==> config.mk <==
export PLATFORM = sky130hd
export DESIGN_NAME = noc_flit_injector
export DESIGN_NICKNAME = d
export VERILOG_FILES = /design/src/rtl/noc_flit_injector.sv
export SDC_FILE = /design/constraint.sdc
export NUM_CORES = 1
export LEC_CHECK = 0
export CAP_MARGIN = 20
export CELL_PAD_IN_SITES_DETAIL_PLACEMENT = 1
export CELL_PAD_IN_SITES_GLOBAL_PLACEMENT = 1
export CORE_ASPECT_RATIO = 0.9
export CORE_MARGIN = 2
export CORE_UTILIZATION = 32
export DETAILED_ROUTE_END_ITERATION = 6
export GPL_TIMING_DRIVEN = 0
export PLACE_DENSITY_LB_ADDON = 0.1
export SLEW_MARGIN = 30
export SYNTH_ARGS = -nofsm -noshare
export SYNTH_HDL_FRONTEND = slang
export SYNTH_SLANG_ARGS = --single-unit
==> constraint.sdc <==
create_clock -name clk_i -period 4.2 [get_ports clk_i]
set_input_delay 0.63 -clock clk_i [delete_from_list [all_inputs] [get_ports clk_i]]
set_output_delay 0.63 -clock clk_i [all_outputs]
set_load 0.05 [all_outputs]
==> src/rtl/noc_flit_injector.sv <==
// noc_flit_injector
//   Source-side network interface for the mesh NoC. Turns a local send
//   request (destination YX address plus N payload words) into a
//   header / body / tail flit stream for the router's local input port.
//
//   Flit format: [FLIT_W-1:FLIT_W-2] = type, [DATA_W-1:0] = data.
//     01 header, 00 body, 10 tail, 11 single-flit packet (len == 0).
//   Header data: [7:0] dest, [15:8] source address, [15+LEN_W:16] len,
//   all higher bits zero.
//
//   Handshakes: on all three interfaces a transfer happens in a cycle where
//   valid and ready are both high at the rising clock edge. Valid is never
//   made dependent on ready by the sender. The flit output is a single
//   register that may be reloaded only when it is empty or being drained
//   in the same cycle (out_free).
//
//   Optional build macro: NOC_INJ_SELF_DROP_EN
//     When defined, requests addressed to this node are handshaken but
//     produce no flits; their payload words are sunk at full rate, and the
//     extra output self_drop_o pulses in the request-accept cycle.
//     When undefined, self-addressed packets are emitted normally.
//
//   DATA_W must be at least 24 so the header fields fit; LEN_W is at most 8.

module noc_flit_injector #(
    parameter  int DATA_W = 32,
    parameter  int LEN_W  = 8,
    localparam int FLIT_W = DATA_W + 2
) (
    input  logic              clk_i,
    input  logic              rst_ni,
    input  logic [7:0]        local_addr_i,
    input  logic              req_valid_i,
    output logic              req_ready_o,
    input  logic [7:0]        req_dest_i,
    input  logic [LEN_W-1:0]  req_len_i,
    input  logic              pay_valid_i,
    output logic              pay_ready_o,
    input  logic [DATA_W-1:0] pay_data_i,
    output logic              flit_valid_o,
    input  logic              flit_ready_i,
    output logic [FLIT_W-1:0] flit_o,
    output logic              busy_o
`ifdef NOC_INJ_SELF_DROP_EN
    ,
    output logic              self_drop_o
`endif
);

    // Flit type encodings
    localparam logic [1:0] T_BODY   = 2'b00;
    localparam logic [1:0] T_HEAD   = 2'b01;
    localparam logic [1:0] T_TAIL   = 2'b10;
    localparam logic [1:0] T_SINGLE = 2'b11;

    // IDLE waits for a request; BODY streams the payload words of a packet.
    typedef enum logic {
        IDLE = 1'b0,
        BODY = 1'b1
    } state_t;

    state_t             state;
    logic [LEN_W-1:0]   cnt;        // payload words still to be accepted
    logic               out_free;   // output register may take a new flit
    logic               req_fire;
    logic               pay_fire;
    logic               last_word;  // the word being accepted ends the packet
    logic [DATA_W-1:0]  hdr_data;
    logic               self_hit;   // request targets this node and is dropped
    logic               drop_q;     // current packet is being sunk, not sent

    // Output register can be reloaded when empty or being drained now
    assign out_free  = !flit_valid_o || flit_ready_i;

    // Request side is open only between packets
    assign req_ready_o = (state == IDLE) && out_free;

    // Payload side is open only mid-packet; a dropped packet does not need
    // the output register, so it sinks words regardless of backpressure.
    assign pay_ready_o = (state == BODY) && (out_free || drop_q);

    assign req_fire  = req_valid_i && req_ready_o;
    assign pay_fire  = pay_valid_i && pay_ready_o;
    assign last_word = (cnt == LEN_W'(1));

    // A packet is in progress while mid-body or while a flit is still queued
    assign busy_o = (state != IDLE) || flit_valid_o;

`ifdef NOC_INJ_SELF_DROP_EN
    assign self_hit    = (req_dest_i == local_addr_i);
    assign self_drop_o = req_fire && self_hit;
`else
    assign self_hit = 1'b0;
    assign drop_q   = 1'b0;
`endif

    // Header payload assembled from the live request fields; only used on
    // the accept cycle, so no separate request register is needed.
    always_comb begin
        hdr_data              = '0;
        hdr_data[7:0]         = req_dest_i;
        hdr_data[15:8]        = local_addr_i;
        hdr_data[16 +: LEN_W] = req_len_i;
    end

    // Packet FSM with the registered flit output
    always_ff @(posedge clk_i or negedge rst_ni) begin
        if (!rst_ni) begin
            state        <= IDLE;
            cnt          <= '0;
            flit_valid_o <= 1'b0;
            flit_o       <= '0;
        end else begin
            // A drained register empties unless something is loaded below
            if (out_free) begin
                flit_valid_o <= 1'b0;
            end

            unique case (state)
                IDLE: begin
                    if (req_fire) begin
                        cnt <= req_len_i;
                        if (!self_hit) begin
                            flit_valid_o <= 1'b1;
                            flit_o       <= {(req_len_i == '0) ? T_SINGLE : T_HEAD,
                                             hdr_data};
                        end
                        if (req_len_i != '0) begin
                            state <= BODY;
                        end
                    end
                end

                BODY: begin
                    if (pay_fire) begin
                        cnt <= cnt - LEN_W'(1);
                        if (!drop_q) begin
                            flit_valid_o <= 1'b1;
                            flit_o       <= {last_word ? T_TAIL : T_BODY, pay_data_i};
                        end
                        if (last_word) begin
                            state <= IDLE;
                        end
                    end
                end

                default: begin
                    state <= IDLE;
                end
            endcase
        end
    end

`ifdef NOC_INJ_SELF_DROP_EN
    // Remember whether the packet in BODY is being sunk locally
    always_ff @(posedge clk_i or negedge rst_ni) begin
        if (!rst_ni) begin
            drop_q <= 1'b0;
        end else if (req_fire) begin
            drop_q <= self_hit;
        end
    end
`endif

endmodule

==> results of run 1 <==
## worst min path at each step
| stage | to | cells past startpoint | slack (ps) |
|---|---|---|---|
| after floorplan | cnt[0] | 0 | 330 |
| after global placement | flit_o[29] | 2 | 450 |
| after detailed placement | flit_o[30] | 2 | 460 |
| after CTS | flit_o[9] | 1 | 360 |
| after global routing | flit_o[12] | 1 | 380 |
| final | flit_o[9] | 1 | 340 |
## cell usage after synthesis, drive strengths merged
| library cell | number | share of area [%] |
|---|---|---|
| a21boi | 2 | 0.69 |
| a21o | 3 | 1.0 |
| a21oi | 2 | 0.63 |
| a221o | 1 | 0.46 |
| a22o | 1 | 0.40 |
| a22oi | 3 | 1.0 |
| and2 | 1 | 0.29 |
| and2b | 1 | 0.35 |
| and3 | 1 | 0.29 |
| buf | 10 | 2.4 |
| clkbuf | 4 | 0.69 |
| dfrtp | 44 | 51 |
| ha | 2 | 1.2 |
| inv | 3 | 0.52 |
| mux2i | 25 | 12 |
| nand2 | 53 | 9.2 |
| nand2b | 3 | 0.98 |
| nand3 | 11 | 2.5 |
| nand3b | 2 | 0.69 |
| nand4b | 1 | 0.40 |
| nor2 | 5 | 0.87 |
| nor3 | 4 | 0.92 |
| nor3b | 1 | 0.35 |
| nor4 | 3 | 1.6 |
| o211ai | 3 | 1.0 |
| o21ai | 30 | 6.9 |
| o22a | 1 | 0.40 |
| o311ai | 1 | 0.40 |
| o31ai | 1 | 0.35 |
| o41ai | 1 | 0.40 |
| or2 | 1 | 0.29 |
| or4 | 1 | 0.35 |
## power groups by stage
stage / Sequential [mW] / Combinational [mW] / Clock [mW]
floorplan: 1.05 / 0.301 / 0
finish: 0.675 / 1.07 / 0.277
global placement: 0.676 / 1.06 / 0
detailed placement: 0.684 / 1.08 / 0
CTS: 0.676 / 1.08 / 0.289
global route: 0.696 / 1.15 / 0.301
## kinds of logic after synthesis
family,share of synthesized area [%]
flops,50.8
fa+ha+maj,1.15
mux,11.5
compound gates,13.8
simple gates,19.1
buf+inv,3.64
## stage by stage
| stage | cell area (sq um) | instances | setup slack (ps) | hold slack (ps) | power [mW] |
|---|---|---|---|---|---|
| after global routing | 3350 | 421 | 1040 | 377 | 2.15 |
| final | 3350 | 421 | 1250 | 344 | 2.02 |
| after CTS | 3350 | 421 | 1180 | 361 | 2.05 |
| after global placement | 3260 | 413 | 1160 | 449 | 1.74 |
| after detailed placement | 3260 | 413 | 1300 | 455 | 1.76 |
| after floorplan | 2170 | 225 | 1990 | 334 | 1.35 |
## critical path: cells and delay by family (launching register included)
family / cells / cell delay [ps]
flip-flops: 1 / 340
AND/OR/NAND/NOR: 1 / 100
buffers and inverters: 4 / 1600
## flip-flops by register name, indices dropped and copies added, names as in the netlist
signal        count
cnt               8
flit_valid_o      1
state             1
flit_o           34
## final cells by class
cell class                 count  area share [%]
buffer                        14            2.02
inverter                       3           0.336
tap                           90            3.36
clock buffer                   7            2.58
multi-input combinational    164            29.5
timing repair buffer          98            29.2
sequential                    44            32.8
clock inverter                 1           0.224
## metal layers
metal | vias to the layer above | wire length (microns) | GRT usage (%)
met2 | 59 | 3120 | 33.9
met5 | - | 0 | 0
met3 | 2 | 379 | 4.22
li1 | 991 | - | -
met1 | 980 | 3090 | 24.4
met4 | 0 | 27 | 2.77
==> results.txt, run 1 <==
Avg Synthesized Cell Area: 9.63 sq um
Max-slew violation count: 0
Flop2flop setup slack: 2570 ps
Fin Setup TNS: 0 ps
Via Count: 2032
R2r worst-path depth: 6
Setup crit end: req_ready_o
Die H: 82.1 microns
Clk sinks: 44
CTS max path bufs: 2
Layout area overhead: 54.7%
Power density cells: 604 nW/um^2
Synth warn: 0
Die W: 90.7 microns
Clock-pin transition on the worst setup and hold timing paths: 90 ps
Psw: 0.939 mW
Worst slew pin tran: 585 ps
Commonest cells after routing, fill and taps aside: 97 x clkdlybuf4s50_1, 53 x nand2_1, 44 x dfrtp_1
Final net count: 393
Clock H-tree levels: 2
Cell count after synthesis: 225
Count of port buffers added during placement: 98
CP max stage cell: clkdlybuf4s50_1
CP startpoint kind: flip-flop
Netlist cell types: 36
DP HPWL: 5090 microns
Routed WL: 6620 microns
Setup Fix Bufs, Post-CTS: 0
Initial Utilization: 33.1%
Util after Layout: 51.2%
Max stage delay on crit path: 720 ps
CTS buffer count: 5
Layout filler cell count: 760
Part of the power in the clock network: 13.7%
Crit Path Category: reg2out
Rows: 28
Commonest non-fill, non-tap cell in the layout: clkdlybuf4s50_1
DR pass1 iterations: 4
Logic gate share of total power: 52.9%
Routability-driven placement congestion ratio: 0.782
Remaining antenna violation count after routing: 0
Clk Latency, worst-skew pair: 290 ps
Worst Skew: 8.00 ps
Antenna fix cells: 0
Post-cts resize count: 0
Synth Register Bits: 44
Multi-input logic area: 987 sq um
Worst min-delay path class: in2async
Initial antenna violation count: 0
Worst setup path startpoint: state
Reg2Reg Launch Point: state
RSZ-0062 raised after global routing: false
Register area share after synthesis: 50.8%
Via density: 4.83
DR WL/cell: 15.7 microns
Worst path required time: 3570 ps
Final Cycle Share: 70.3%
Number of global-route vias before repair: 2242
Synth Cell Area: 2170 sq um
R2R Path End: flit_o[17]
Ports: 99
Switching part of the total: 46.4%
CP endpoint kind: output port
Hold Fails Final Rpt: 0
Worst EP arrival: 2320 ps
Leakage: 1.52 nW
Syn_nets: 288
Sequential Power Share: 33.4%
First-pass GRT wire length: 11200 microns
Final Setup Violations: 0
Crit-path max FO: 10
Slew margin rel.: 61.0%
# hold bufs at CTS: 0
CTS tree: built
Status: completed
Core Box Area: 6550 sq um
Crit path cell chain: buf_4 -> buf_2 -> clkbuf_1 -> nor2_1 -> clkdlybuf4s50_1
Tmin final: 2950 ps
Maximum vdd drop: 0.000294 V
Total area of sequential cells: 1100 sq um
Max cap viols: 0
Clock root buffer: clkbuf_8
Largest net degree at the start of global routing: 45
Total GRT Usage: 19.0%
Area of the die: 7450 sq um
Remaining Overflow, GRT: 0
Highest clock rate: 339 MHz
Cell internal pwr: 1.08 mW
Layout cells sized above 1: 6.65%
Number of DRC markers in iteration 0: 24
DRC: 0
Note: power is estimated with default switching activity, not from simulation.
==> inputs of run 2 (changes only) <==
--- a/config.mk
+++ b/config.mk
@@ -10,7 +10,7 @@
 export CELL_PAD_IN_SITES_GLOBAL_PLACEMENT = 1
 export CORE_ASPECT_RATIO = 0.9
 export CORE_MARGIN = 2
-export CORE_UTILIZATION = 32
+export CORE_UTILIZATION = 30
 export DETAILED_ROUTE_END_ITERATION = 6
 export GPL_TIMING_DRIVEN = 0
 export PLACE_DENSITY_LB_ADDON = 0.1
==> constraint.sdc (replaced) <==
create_clock -name clk_i -period 3.1 [get_ports clk_i]
set_input_delay 0.465 -clock clk_i [delete_from_list [all_inputs] [get_ports clk_i]]
set_output_delay 0.465 -clock clk_i [all_outputs]
set_load 0.05 [all_outputs]
==> run 2 against run 1 <==
Sequential share of layout area decreased by 0.17 points; sequential cell count did not move; worst hold slack got worse by 190 ps; via count increased by 0.44%; highest routed layer unchanged.
==> results.txt, run 2 (synthesis results as in run 1) <==
First-pass GRT wire length: 10700 microns
Die H: 84.6 microns
Via density: 4.81
Via Count: 2041
Area of the die: 7920 sq um
# hold bufs at CTS: 0
Commonest non-fill, non-tap cell in the layout: clkdlybuf4s50_1
Worst min-delay path class: in2async
Max-slew violation count: 0
Worst Skew: 5.96 ps
Slew margin rel.: 60.4%
Routed WL: 6650 microns
Clk sinks: 44
Hold Fails Final Rpt: 0
Util after Layout: 47.9%
Rows: 29
Clock root buffer: clkbuf_8
Fin Setup TNS: 0 ps
CP startpoint kind: flip-flop
Antenna fix cells: 0
Core Box Area: 7040 sq um
Count of port buffers added during placement: 98
DP HPWL: 4910 microns
Max reg flops: 34
Final Setup Violations: 0
Commonest cells after routing, fill and taps aside: 97 x clkdlybuf4s50_1, 53 x nand2_1, 44 x dfrtp_1
Clock-pin transition on the worst setup and hold timing paths: 80 ps
Status: completed
Setup Fix Bufs, Post-CTS: 0
Ports: 99
Initial Utilization: 30.8%
Largest net degree at the start of global routing: 45
DR pass1 iterations: 4
Initial antenna violation count: 0
Layout area overhead: 55.5%
Highest clock rate: 353 MHz
Maximum vdd drop: 0.000428 V
Crit-path max FO: 10
Remaining Overflow, GRT: 0
Clock H-tree levels: 2
Biggest register: flit_o
Clk Latency, worst-skew pair: 300 ps
CTS tree: built
Total GRT Usage: 17.5%
DRC: 0
Routability-driven placement congestion ratio: 0.799
Layout cells sized above 1: 6.65%
Worst slew pin tran: 593 ps
R2r worst-path depth: 6
Largest regs: flit_o x34, cnt x8
CTS buffer count: 5
Tmin final: 2830 ps
CTS max path bufs: 2
Number of DRC markers in iteration 0: 85
Remaining antenna violation count after routing: 0
Worst EP arrival: 2370 ps
Final Cycle Share: 91.3%
Die W: 93.6 microns
Post-cts resize count: 0
Layout filler cell count: 856
Power density cells: 832 nW/um^2
Final net count: 393
RSZ-0062 raised after global routing: false
DR WL/cell: 15.7 microns
Number of global-route vias before repair: 2111
Leakage: 1.53 nW
CP endpoint kind: output port
Crit Path Category: reg2out
Max cap viols: 0
Worst path required time: 2630 ps
[run 2: cell count changes in the layout (fill, tap and decap cells not counted)]
cell and change:
bufinv_16 +1, clkbuf_8 -1, clkinv_2 +1, clkinvlp_4 -1
[run 2: final cells by class]
class,count,area (sq um),share of cell area (%)
Tap cell,93,116,3.45
Clock buffer,6,72.6,2.15
Clock inverter,2,35.0,1.04
Buffer,14,67.6,2.01
Multi-Input combinational cell,164,987,29.3
Inverter,3,11.3,0.334
Timing Repair Buffer,98,978,29.0
Sequential cell,44,1100,32.7
[run 2: final timing paths]
check | start | endpoint | slack [ps]
min in group clk_i | flit_o[26] | flit_o[26] | 470
max in group asynchronous | rst_ni | cnt[6] | 2540
hold reg to reg | flit_o[26] | flit_o[26] | 470
setup / recovery | state | req_ready_o | 270
setup reg to reg | state | flit_o[22] | 1450
hold / removal | rst_ni | flit_o[8] | 160
[run 2: critical path, cell delays in order, from the launching register on]
cell and delay (ps):
dfrtp_1 340, buf_4 160, buf_2 310, clkbuf_1 430, nor2_1 100, clkdlybuf4s50_1 720
[run 2: power breakdown]
part           leakage (nW)  switching, mW  internal, mW
Sequential            0.531          0.148         0.766
Clock                0.0552          0.204         0.239
Combinational         0.946          0.924         0.522
[run 2: per-stage QoR]
stage / area (sq um) / hold WS, ps / setup WS (ps) / total power [mW] / instances
detailed placement: 3260 / 458 / 545 / 2.38 / 416
floorplan: 2170 / 169 / 1060 / 1.83 / 225
global placement: 3260 / 449 / 222 / 2.36 / 416
finish: 3370 / 158 / 268 / 2.80 / 424
global route: 3370 / 195 / 143 / 2.96 / 424
CTS: 3370 / 180 / 255 / 2.83 / 424
[run 2: layer usage]
metal / share of wire (%) / vias to the layer above / GRT usage (%)
met5: 0 / - / 0
met4: 1.1 / 0 / 3.95
met3: 5.4 / 6 / 3.77
met2: 47 / 54 / 29.4
met1: 46 / 988 / 23.2
li1: - / 993 / -
==> inputs of run 3 (changes only) <==
--- a/config.mk
+++ b/config.mk
@@ -13,7 +13,7 @@
 export CORE_UTILIZATION = 30
 export DETAILED_ROUTE_END_ITERATION = 6
 export GPL_TIMING_DRIVEN = 0
-export PLACE_DENSITY_LB_ADDON = 0.1
+export PLACE_DENSITY = 0.9
 export SLEW_MARGIN = 30
 export SYNTH_ARGS = -nofsm -noshare
 export SYNTH_HDL_FRONTEND = slang
==> run 3 against run 2 <==
Count of clock-buffer cells in the layout unchanged; clock skew grew 8.5 ps; non-clock buffer count unchanged; first-iteration DRC count down 22%; register-to-register slack improved by 30 ps; wire length grew 0.84%; final cell count unchanged; critical path depth is the same; via count increased by 3.3%; largest cell class unchanged.
==> results.txt, run 3 (synthesis results as in run 1) <==
Status: completed
DR pass1 iterations: 4
Clock-pin transition on the worst setup and hold timing paths: 90 ps
Clk sinks: 44
Rows: 29
Routability-driven placement congestion ratio: 0.829
Setup Fix Bufs, Post-CTS: 0
Core Box Area: 7040 sq um
Leakage: 1.53 nW
Via density: 4.97
RSZ-0062 raised after global routing: false
Final Cycle Share: 89.9%
Count of port buffers added during placement: 98
Antenna fix cells: 0
R2r worst-path depth: 6
CTS max path bufs: 2
Via Count: 2109
Layout filler cell count: 815
# hold bufs at CTS: 0
Max-slew violation count: 0
Slew margin rel.: 61.2%
Reg2Reg Launch Point: state
Crit-path max FO: 10
Worst EP arrival: 2320 ps
Die H: 84.6 microns
Setup WS pre-CTS: 517 ps
Worst Skew: 14.4 ps
Largest net degree at the start of global routing: 45
Max cap viols: 0
Commonest non-fill, non-tap cell in the layout: clkdlybuf4s50_1
First-pass GRT wire length: 10900 microns
Final net count: 393
Largest regs: flit_o x34, cnt x8
Area of the die: 7920 sq um
CP startpoint kind: flip-flop
Remaining Overflow, GRT: 0
Crit Path Category: reg2out
Number of DRC markers in iteration 0: 66
Fin Setup TNS: 0 ps
Post-cts resize count: 0
Number of global-route vias before repair: 2228
Crit path cell chain: buf_4 -> buf_2 -> clkbuf_1 -> nor2_1 -> clkdlybuf4s50_1
Layout cells sized above 1: 6.95%
Total GRT Usage: 17.6%
Ports: 99
Setup ws final: 313 ps
Clock root buffer: clkbuf_8
Hold Fails Final Rpt: 0
Initial antenna violation count: 0
Worst min-delay path class: in2async
Max reg flops: 34
Flop2flop setup slack: 1480 ps
DP HPWL: 5180 microns
Clock H-tree levels: 2
Max stage delay on crit path: 720 ps
Routed WL: 6710 microns
Worst path required time: 2630 ps
Multi-input logic area: 987 sq um
R2R Path End: flit_o[20]
CP endpoint kind: output port
Layout area overhead: 55.0%
Clk Latency, worst-skew pair: 300 ps
Worst slew pin tran: 582 ps
Tmin final: 2790 ps
Highest clock rate: 359 MHz
Worst setup path startpoint: state
CTS tree: built
Remaining antenna violation count after routing: 0
CTS buffer count: 5
Maximum vdd drop: 0.000350 V
Biggest register: flit_o
DR WL/cell: 15.8 microns
DRC: 0
Initial Utilization: 30.8%
Power density cells: 819 nW/um^2
CP max stage cell: clkdlybuf4s50_1
Total area of sequential cells: 1100 sq um
Commonest cells after routing, fill and taps aside: 97 x clkdlybuf4s50_1, 53 x nand2_1, 44 x dfrtp_1
Die W: 93.6 microns
Final Setup Violations: 0
-- run 3: cell types whose count changed in the layout (fill, tap and decap cells not counted) --
| cell | delta |
|---|---|
| bufinv_16 | -1 |
| clkbuf_1 | -1 |
| clkbuf_8 | +1 |
| inv_6 | +1 |
-- run 3: how the worst max path moves through the flow --
stage | cells past startpoint | slack (ps) | endpoint
floorplan | 4 | 1060 | req_ready_o
global placement | 1 | 300 | flit_o[3]
detailed placement | 4 | 520 | req_ready_o
CTS | 5 | 260 | req_ready_o
global route | 5 | 100 | req_ready_o
finish | 5 | 310 | req_ready_o
-- run 3: area by class of cell --
cell class / count / share of cell area, %
clock buffer: 6 / 2.46
clock inverter: 2 / 0.410
multi-input combinational: 164 / 29.4
sequential: 44 / 32.8
inverter: 3 / 0.335
buffer: 14 / 2.01
tap: 93 / 3.46
timing repair buffer: 98 / 29.1
-- run 3: per-layer routing --
metal / GRT usage (%) / part of all wire, % / vias up
li1: - / - / 996
met1: 21.1 / 42 / 1045
met2: 31.5 / 52 / 60
met3: 4.04 / 4.8 / 8
met4: 4.87 / 1.2 / 0
met5: 0 / 0 / -
-- run 3: stage by stage --
step,area [sq um],power (mW),cells,utilization (%),hold slack [ps]
floorplan,2170,1.83,225,-,169
finish,3360,2.75,424,47.7,162
global placement,3260,2.34,416,46.4,450
detailed placement,3260,2.39,416,46.3,459
CTS,3360,2.78,424,47.7,173
global route,3360,2.91,424,47.7,196
-- run 3: critical path: cells and delay by family, from the launching register on --
family	cells	cell delay [ps]
buffers and inverters	4	1580
flip-flops	1	340
AND/OR/NAND/NOR	1	100
-- run 3: report_power, final --
group	internal, mW	total, mW	switching (mW)	leakage, nW
Combinational	0.522	1.45	0.928	0.946
Clock	0.182	0.383	0.200	0.0516
Sequential	0.766	0.918	0.151	0.531
Total	1.47	2.75	1.28	1.53
